==> config.mk <==
export PLATFORM = sky130hd
export DESIGN_NAME = mem_bus_arbiter
export DESIGN_NICKNAME = d
export VERILOG_FILES = /design/src/rtl/mem_bus_arbiter.sv
export SDC_FILE = /design/constraint.sdc
export NUM_CORES = 1
export LEC_CHECK = 0
export CORE_MARGIN = 4
export CORE_UTILIZATION = 37
export DETAILED_ROUTE_END_ITERATION = 10
export PLACE_DENSITY_LB_ADDON = 0.05
export SETUP_SLACK_MARGIN = 0.4
export SLEW_MARGIN = 10
export SYNTH_ARGS = -nofsm -noshare
export SYNTH_HDL_FRONTEND = slang
export SYNTH_SLANG_ARGS = --single-unit
==> constraint.sdc <==
create_clock -name clock -period 7.5 [get_ports clock]
set_clock_uncertainty 0.15 [all_clocks]
set_input_delay 1.125 -clock clock [delete_from_list [all_inputs] [get_ports clock]]
set_output_delay 1.125 -clock clock [all_outputs]
set_load 0.05 [all_outputs]
==> src/rtl/mem_bus_arbiter.sv <==
// Arbitrates the single-port memory between the CPU and a debug/loader port.
// CPU has priority, debug is protected by a starvation bound, and a turnaround cycle separates owners after a write.
module mem_bus_arbiter #(
  parameter int unsigned STARVE_LIMIT = 8,
  parameter int unsigned BURST_LEN    = 4
) (
  input  logic        clock,
  input  logic        reset,
  input  logic        cpu_req,
  input  logic        cpu_we,
  input  logic [15:0] cpu_addr,
  input  logic [15:0] cpu_wdata,
  output logic        cpu_stall,
  input  logic        dbg_req,
  input  logic        dbg_we,
  input  logic [15:0] dbg_addr,
  input  logic [15:0] dbg_wdata,
  output logic        dbg_gnt,
  output logic [15:0] dbg_rdata,
  output logic        dbg_rvalid,
  output logic [15:0] mem_addr,
  output logic        mem_re_L,
  output logic        mem_we_L,
  output logic [15:0] mem_wdata,
  output logic        mem_wdrv,
  input  logic [15:0] mem_rdata
);
  typedef enum logic [1:0] {S_IDLE, S_CPU, S_DBG, S_TURN} state_e;
  typedef enum logic [1:0] {OWN_NONE, OWN_CPU, OWN_DBG} own_e;

  localparam logic [7:0] STARVE_L = 8'(STARVE_LIMIT);
  localparam logic [7:0] BURST_L  = 8'(BURST_LEN);

  state_e      state_q, state_d;
  own_e        wr_own_q, wr_own_d;
  logic [7:0]  starve_q, starve_d;
  logic [7:0]  burst_q, burst_d;
  logic [15:0] dbg_rdata_q, dbg_rdata_d;
  logic        dbg_rvalid_q, dbg_rvalid_d;

  own_e win;
  logic turn, cpu_gnt, dbg_gnt_w;

  always_comb begin
    win = OWN_NONE;
    if (!reset) begin
      if (dbg_req && starve_q == STARVE_L)                      win = OWN_DBG;
      else if (state_q == S_DBG && burst_q < BURST_L && dbg_req) win = OWN_DBG;
      else if (cpu_req)                                         win = OWN_CPU;
      else if (dbg_req)                                         win = OWN_DBG;
    end
    // A write leaves the bus driven by its owner; the other side must wait one cycle.
    turn      = (win != OWN_NONE) && (wr_own_q != OWN_NONE) && (wr_own_q != win);
    cpu_gnt   = (win == OWN_CPU) && !turn;
    dbg_gnt_w = (win == OWN_DBG) && !turn;

    mem_addr  = 16'h0;
    mem_wdata = 16'h0;
    mem_re_L  = 1'b1;
    mem_we_L  = 1'b1;
    mem_wdrv  = 1'b0;
    if (cpu_gnt) begin
      mem_addr  = cpu_addr;
      mem_wdata = cpu_wdata;
      mem_re_L  = cpu_we;
      mem_we_L  = !cpu_we;
      mem_wdrv  = cpu_we;
    end else if (dbg_gnt_w) begin
      mem_addr  = dbg_addr;
      mem_wdata = dbg_wdata;
      mem_re_L  = dbg_we;
      mem_we_L  = !dbg_we;
      mem_wdrv  = dbg_we;
    end

    state_d = turn ? S_TURN : cpu_gnt ? S_CPU : dbg_gnt_w ? S_DBG : S_IDLE;
    wr_own_d = OWN_NONE;
    if (cpu_gnt && cpu_we)     wr_own_d = OWN_CPU;
    if (dbg_gnt_w && dbg_we)   wr_own_d = OWN_DBG;

    starve_d = starve_q;
    if (!dbg_req || dbg_gnt_w)  starve_d = 8'd0;
    else if (starve_q < STARVE_L) starve_d = starve_q + 8'd1;

    burst_d = 8'd0;
    if (dbg_gnt_w) begin
      if (state_q != S_DBG)      burst_d = 8'd1;
      else if (burst_q < BURST_L) burst_d = burst_q + 8'd1;
      else                       burst_d = burst_q;
    end

    dbg_rvalid_d = dbg_gnt_w && !dbg_we;
    dbg_rdata_d  = dbg_rvalid_d ? mem_rdata : dbg_rdata_q;
  end

  always_ff @(posedge clock or posedge reset) begin
    if (reset) begin
      state_q      <= S_IDLE;
      wr_own_q     <= OWN_NONE;
      starve_q     <= 8'd0;
      burst_q      <= 8'd0;
      dbg_rdata_q  <= 16'h0;
      dbg_rvalid_q <= 1'b0;
    end else begin
      state_q      <= state_d;
      wr_own_q     <= wr_own_d;
      starve_q     <= starve_d;
      burst_q      <= burst_d;
      dbg_rdata_q  <= dbg_rdata_d;
      dbg_rvalid_q <= dbg_rvalid_d;
    end
  end

  assign cpu_stall  = cpu_req && !cpu_gnt;
  assign dbg_gnt    = dbg_gnt_w;
  assign dbg_rdata  = dbg_rdata_q;
  assign dbg_rvalid = dbg_rvalid_q;
endmodule

* Word-level counts from Yosys, hierarchy flattened *
Cells that the tools add are included.

cells by class
  reduce and logical (&&, ||, !) cells = 20
  mux-type cells = 25
  order comparisons = 2
  add/sub/neg operators = 2
  equality and inequality tests = 7

operators by type and width
  kind                   count
  $mux W16               4
  $mux W8                5
  $mux W2                9
  $add A8 B1 Y8 const B  2
  $logic_and A1 B1 Y1    11
  $eq A8 B4 Y1 const B   1
  $lt A8 B3 Y1 const B   1
  $lt A8 B4 Y1 const B   1
  $mux W1                7
  $reduce_bool A2 Y1     3
  $logic_not A1 Y1       5
  $eq A2 B2 Y1 const B   2
  $ne A3 B1 Y1 const B   1
  $eq A2 B1 Y1 const B   1
  $ne A2 B2 Y1           1
  $ne A2 B2 Y1 const B   1
  $logic_or A1 B1 Y1     1

word-level totals
  bits of input ports = 86
  flip-flop bits (word level) = 37
  logic and storage cells = 62
  output and inout bits = 54

* Logic depth before layout (Yosys ltp) *
Gate-level depths: netlist (run 1).

  depth in word-level cells = 14
  gate-level depth with buffers = 8
  gate-level depth less buffers = 7

* Worst setup path after synthesis (run 1) *
Ideal clock, no wire load.

  path type = input-to-output
  start point = input dbg_req
  end point = output mem_re_L
  slack = 3219 ps
  data required time = 6225 ps
  stages on the path = 5
  path buffers = 2
  arrival = 3006 ps
  path through = clkbuf_1 -> and4_1 -> nor4_2 -> clkbuf_1 -> a21boi_0

between the ends
  longest elaborated chain between the ends = 12
  elaborated cells between the ends (all ways) = 18
  classes of those cells = eq/ne: 3; mux: 7; reduce/logical: 8

RTL lines
  item                               RTL line  text
  from (decl)                        14        input logic dbg_req,
  $mux W2                            50        else if (dbg_req) win = OWN_DBG;
  $mux W2                            49        else if (cpu_req) win = OWN_CPU;
  $mux W2                            48        else if (state_q == S_DBG && burst_q < BURST_L && dbg_req) win = OWN_DBG;
  $mux W2 (*)                        47        if (dbg_req && starve_q == STARVE_L) win = OWN_DBG;
  $mux W2 (*)                        46        if (!reset) begin
  $reduce_bool A2 Y1                 53        turn = (win != OWN_NONE) && (wr_own_q != OWN_NONE) && (wr_own_q != win);
  $logic_and A1 B1 Y1 (2 in series)  53
  $logic_not A1 Y1                   54, 55
  $logic_and A1 B1 Y1                55        dbg_gnt_w = (win == OWN_DBG) && !turn;
  $mux W1                            68        end else if (dbg_gnt_w) begin
  $mux W1 (*)                        62        if (cpu_gnt) begin
  to (decl)                          22        output logic mem_re_L,

Every way passes the cells marked *; elsewhere a longest branch is shown, timed or not.

* Worst setup path in the final report (run 1) *
  start point = input dbg_req
  end point = output mem_wdata[1]

between the ends
  longest elaborated chain between the ends = 12
  elaborated cells between the ends (all ways) = 18
  classes of those cells = eq/ne: 3; mux: 7; reduce/logical: 8

RTL lines
  item                               RTL line  text
  $mux W2                            50
  $mux W2                            49
  $mux W2                            48
  $mux W2 (*)                        47
  $mux W2 (*)                        46
  $reduce_bool A2 Y1                 53
  $logic_and A1 B1 Y1 (2 in series)  53
  $logic_not A1 Y1                   54, 55
  $logic_and A1 B1 Y1                55
  $mux W16                           68
  $mux W16 (*)                       62
  to (decl)                          24        output logic [15:0] mem_wdata,

Marked as above.

==> qor.txt, run 1 <==
Clock Latency Late Sink: 0.28 ns
Period utilization: 73.07%
Setup repair bufs after CTS: 0
Asr flop ratio synth: 100.0%
Area grow syn2layout: 79.70%
Reg-to-Reg End: burst_q[2]$_DFFE_PP0P_
Port bufs: 139
Hold Fails Final Rpt: 0
Worst Setup End Kind: output port
CTS tree: done
Routed Antenna Nets: 0
Number of CTS-inserted buffers: 5
Synthesized Nets: 246
Placed Cells: 355
Row cnt: 25
Status: finished, final reports clean
R2R cell count: 5
Syn avg cell area: 12.17 µm²
Drt wl/cell: 16.69 µm
Slew Viols, Final: 0
DP Area: 3347 µm²
YS warnings: 0
Placeable core area: 4848 µm²
Type of the most critical hold path: reg -> reg
Peak VDD IR: 0.1325 mV
Via Count: 1828
Post-Syn Instances: 157
Dpl hpwl: 4908 µm
Synth top area share: 48.46%
Synth top area cells: dfrtp_1 (48%), a22o_1 (15%), mux2_4 (6.3%)
Crit path max fanout: 45
Routability cong.: 0.7422
Root buffer cell: clkbuf_8
Die area: 6378 µm²
Tot GR Track Use: 19.25%
First-pass GRT wire length: 9542 µm
Detailed-route DRC error count: 0
CP Class: in -> out
WP data required: 6.22 ns
Drt total wl: 6058 µm
Final number of setup-violating endpoints: 0
Clk sink count: 37
Hold Path End: dbg_rdata[7]$_DFFE_PP0P_
ANT cells: 0
Starting Density: 39.41%
Net Sw Power: 263.4 µW
Power Dens Cells: 200.5 nW/µm²
Slew @ Worst Pin: 0.7171 ns
Ys flop type: dfrtp_1
P_leak: 1.543 nW
Max clock buf depth: 2
Initial DRC Count: 75
Post-synth EDFFs: 0
Design area: 3433 µm²
Sequential power share: 34.6%
Layout cell share with drive strength beyond 1: 12.84%
FF+latch count, synth: 37
Die height: 79.86 µm
Cell area after synthesis: 1911 µm²
Hold Path Stages: 1
RSZ-0062 raised after global routing: false
Setup_tns: 0 ns
Grt total ovfl: 0
P_int: 425.1 µW
DR pass1 iterations: 4
Seq/Total Area, Yosys: 48.46%
Largest net degree at the start of global routing: 46
Vias in the first global route: 1973
Reg-to-Reg Start: starve_q[4]$_DFFE_PP0P_
Clk pwr share: 19.1%
Hold buffers post-CTS: 0
Hold path start: dbg_rdata[7]$_DFFE_PP0P_
DIE WIDTH: 79.86 µm
Final Non-Filler Cells: 363
Worst R2R Setup Slack: 4.93 ns
Final Util: 70.81%
Drt via density: 5.036
Number of H-tree levels: 2
Crit path arrival time: 4.21 ns
Max-Cap Viols: 0
Largest area contributor in the netlist: dfrtp_1
Initial antenna violation count: 0
Fmax: 0.1825 GHz
Nets: 384
Crit start category: input pin
# IOs: 140
Power share of the combinational group: 46.3%
Clock transition at the registers of the reported paths: 0.07 ns
Post-synth cell types: 38
Minimum clock period: 5.480 ns
Switching share of total power: 38.26%
CTS resizes: 0
Rel. slew slack: 52.12%
[cells by family after synthesis]
logic type / count (synthesis) / share of synthesized area (%)
AOI/OAI and AO/OA: 43 / 19.06
DFF: 37 / 48.46
and+or+nand+nor: 36 / 12.12
muxes: 18 / 12.18
buffers and inverters: 17 / 4.846
xor gates and xnor gates: 3 / 1.375
adders and majority gates: 3 / 1.965
[per-stage QoR]
stage	power (mW)	setup WS [ns]	hold slack, ns
6_report	0.6884	2.020	0.3613
5_1_grt	0.7209	1.866	0.3758
4_1_cts	0.6961	2.027	0.3621
3_5_place_dp	0.5629	2.041	0.3473
3_3_place_gp	0.5595	2.114	0.3390
2_1_floorplan	0.4311	3.219	0.3240
[registers in the layout, summed over array words and instances (netlist names)]
register,cells
dbg_rdata,16
burst_q,8
starve_q,8
state_q,2
wr_own_q,2
dbg_rvalid,1
[power by group through the flow]
stage          clock (mW)  sequential [mW]  combinational [mW]
2_1_floorplan           0            0.322               0.109
3_3_place_gp            0            0.240               0.319
3_5_place_dp            0            0.242               0.321
4_1_cts             0.136            0.238               0.322
5_1_grt             0.147            0.242               0.332
6_report            0.131            0.238               0.319
[metal layers]
layer	vias up	global-route usage (%)	wire [µm]
met5	-	0	0
met1	872	22.72	2359
met4	0	4.730	68
met2	76	32.89	3116
met3	9	7.336	513
li1	871	-	-
[Yosys cell counts (2+ instances only)]
master and n:
dfrtp_1 37, a22o_1 33, and3_1 12, mux2_2 10, mux2_4 8, clkbuf_1 5, inv_1 5, nor2_1 5
buf_2 4, ha_1 3, a31o_2 2, and2_1 2, nand2_1 2, nor2b_1 2, nor3b_1 2, o21ai_0 2
xnor2_1 2
[cell usage in the layout (no fill, tap or decap), types with 2 or more instances in the layout]
master / netlist / layout
nor2_1: 5 / 5
mux2_2: 10 / 10
a22o_1: 33 / 33
a31o_2: 2 / 2
clkdlybuf4s50_1: 0 / 139
inv_1: 5 / 5
nor3b_1: 2 / 2
and2_1: 2 / 2
xnor2_1: 2 / 2
dfrtp_1: 37 / 37
nand2_1: 2 / 2
nor2b_1: 2 / 2
clkinv_2: 0 / 2
ha_1: 3 / 3
clkbuf_8: 0 / 5
buf_4: 0 / 3
o21ai_0: 2 / 2
mux2_4: 8 / 8
and3_1: 12 / 12
[worst max path at each step]
stage	startpoint	endpoint	cells after the start
2_1_floorplan	dbg_req	mem_re_L	5
3_3_place_gp	dbg_req	mem_addr[7]	7
3_5_place_dp	dbg_req	mem_wdata[1]	7
4_1_cts	dbg_req	mem_wdata[1]	7
5_1_grt	dbg_req	mem_wdata[1]	7
6_report	dbg_req	mem_wdata[1]	7
[critical path, cell delays in order]
cell	delay, ns
clkdlybuf4s50_1	0.67
nand4b_1	0.19
or2_4	0.27
a31o_2	0.30
inv_2	0.54
a22o_1	0.26
clkdlybuf4s50_1	0.84
[layout make-up]
cell class / instances / area, µm²
Fill cell: 385 / 1415
Timing Repair Buffer: 142 / 1414
Sequential cell: 37 / 925.9
Multi-Input combinational cell: 103 / 900.9
Tap cell: 67 / 83.83
Clock buffer: 5 / 68.82
Inverter: 6 / 22.52
Clock inverter: 3 / 17.52
Power figures use the tool's default switching activity.
==> run 2: changes to the inputs <==
CORE_UTILIZATION = 31   (was 37)
clock period = 5 ns   (was 7.5 ns; I/O delays follow)
==> run 2 against run 1 <==
Net effect:
- first-iteration DRC count is 12% lower
- combinational power increased by 50%
- critical path type unchanged
- via count shrank 3.1%
==> qor.txt, run 2 (same netlist as run 1, synthesis figures left out) <==
Status: finished, final reports clean
Starting Density: 32.08%
Rel. slew slack: 52.49%
Number of H-tree levels: 2
Final number of setup-violating endpoints: 0
Fmax: 0.2285 GHz
Pre-CTS WS: 0.5017 ns
Hold Fails Final Rpt: 0
DR pass1 iterations: 3
Max reg flops: 16
Commonest non-fill, non-tap cell in the layout: clkdlybuf4s50_1
Setup_tns: 0 ns
Drt via density: 4.751
Via Count: 1772
Max-Cap Viols: 0
Type of the most critical hold path: reg -> reg
DIE WIDTH: 86.51 µm
Placeable core area: 5956 µm²
Grt total ovfl: 0
Port bufs: 139
# IOs: 140
Drt wl/cell: 16.99 µm
Slew @ Worst Pin: 0.7062 ns
CP Class: in -> out
Area grow syn2layout: 85.85%
Crit path arrival time: 3.48 ns
Slew Viols, Final: 0
Peak VDD IR: 0.2355 mV
Routed Antenna Nets: 0
Worst Setup Slack, final: 0.6227 ns
ANT cells: 0
Fill cells: 531
Crit start category: input pin
Power Total: 1.059 mW
Crit path max fanout: 13
Power Dens Cells: 298.2 nW/µm²
RSZ-0062 raised after global routing: false
Largest net degree at the start of global routing: 38
Root buffer cell: clkbuf_8
First-pass GRT wire length: 9715 µm
Row cnt: 28
Initial DRC Count: 66
Worst R2R Setup Slack: 2.58 ns
Most frequent cells in the layout: clkdlybuf4s50_1 (113), dfrtp_1 (37), a22o_1 (33)
Routability cong.: 0.7233
CTS tree: done
Clk sink count: 37
Detailed-route DRC error count: 0
Number of CTS-inserted buffers: 5
Vias in the first global route: 1879
Tot GR Track Use: 16.66%
Max clock buf depth: 2
Period utilization: 87.55%
Dpl hpwl: 4964 µm
Minimum clock period: 4.377 ns
Layout cell share with drive strength beyond 1: 13.42%
Final Util: 59.62%
Clock transition at the registers of the reported paths: 0.07 ns
Clock Latency Late Sink: 0.28 ns
WP data required: 4.10 ns
Initial antenna violation count: 0
P_leak: 1.971 nW
Nets: 386
Die height: 86.51 µm
Drt total wl: 6339 µm
Worst Setup End Kind: output port
Die area: 7483 µm²
Hold Slack: 0.3568 ns
==> run 2: cell count changes in the layout (fill, tap and decap cells not counted), sizes merged <==
cell           before  now
clkbuf              5    7
clkdlybuf4s50     139  113
clkinvlp            1    0
buf                 3    5
clkinv              2    1
dlymetal6s2s        0   26
==> run 2: per-layer routing <==
metal,up-vias,GRT usage [%],wire [µm]
met2,50,26.36,3264
met4,0,3.966,105
met3,10,6.369,407
met5,-,0,0
li1,875,-,-
met1,837,21.58,2562
==> run 2: per-stage QoR <==
stage	instances	area, µm²
2_1_floorplan	157	1911
3_3_place_gp	365	3385
3_5_place_dp	365	3385
4_1_cts	373	3486
5_1_grt	373	3551
6_report	373	3551
==> run 2: cell type report <==
type	count	area, µm²	area share, %
timing repair buffer	144	1506	42.42
clock inverter	1	5.005	0.1409
tap	75	93.84	2.643
multi-input combinational	103	900.9	25.37
inverter	6	22.52	0.6342
clock buffer	7	96.34	2.713
sequential	37	925.9	26.07
==> run 2: final timing paths <==
| check | endpoint | startpoint | depth (start not counted) |
|---|---|---|---|
| max in group asynchronous | dbg_rvalid$_DFF_PP0_ | reset | 3 |
| min reg2reg | dbg_rdata[10]$_DFFE_PP0P_ | dbg_rdata[10]$_DFFE_PP0P_ | 1 |
| max | mem_wdata[3] | dbg_req | 7 |
| min | dbg_rdata[10]$_DFFE_PP0P_ | dbg_rdata[10]$_DFFE_PP0P_ | 1 |
| min in group asynchronous | starve_q[6]$_DFFE_PP0P_ | reset | 3 |
| max reg2reg | burst_q[4]$_DFFE_PP0P_ | burst_q[6]$_DFFE_PP0P_ | 6 |
==> run 2: timing repair <==
item	CTS	global route
setup endpoints to repair	0	26
resized for setup	0	26
setup buffers	0	0
hold buffers	0	0
==> run 2: critical path, stage by stage <==
cell	delay [ns]
clkdlybuf4s50_1	0.58
nand4b_1	0.22
o21ai_0	0.17
nor4_4	0.52
buf_4	0.29
a22o_1	0.13
clkdlybuf4s50_1	0.82
==> run 2: where the power goes <==
group          internal, mW  switching [mW]  leakage, nW
sequential            0.337          0.0210        0.480
clock                 0.125          0.0991       0.0542
combinational         0.205           0.272         1.44
==> run 3: changes to the inputs <==
CTS_CLUSTER_SIZE = 12   (was default)
==> results of run 3 <==
The final DEF is identical to that of run 2; final timing and power are the same.
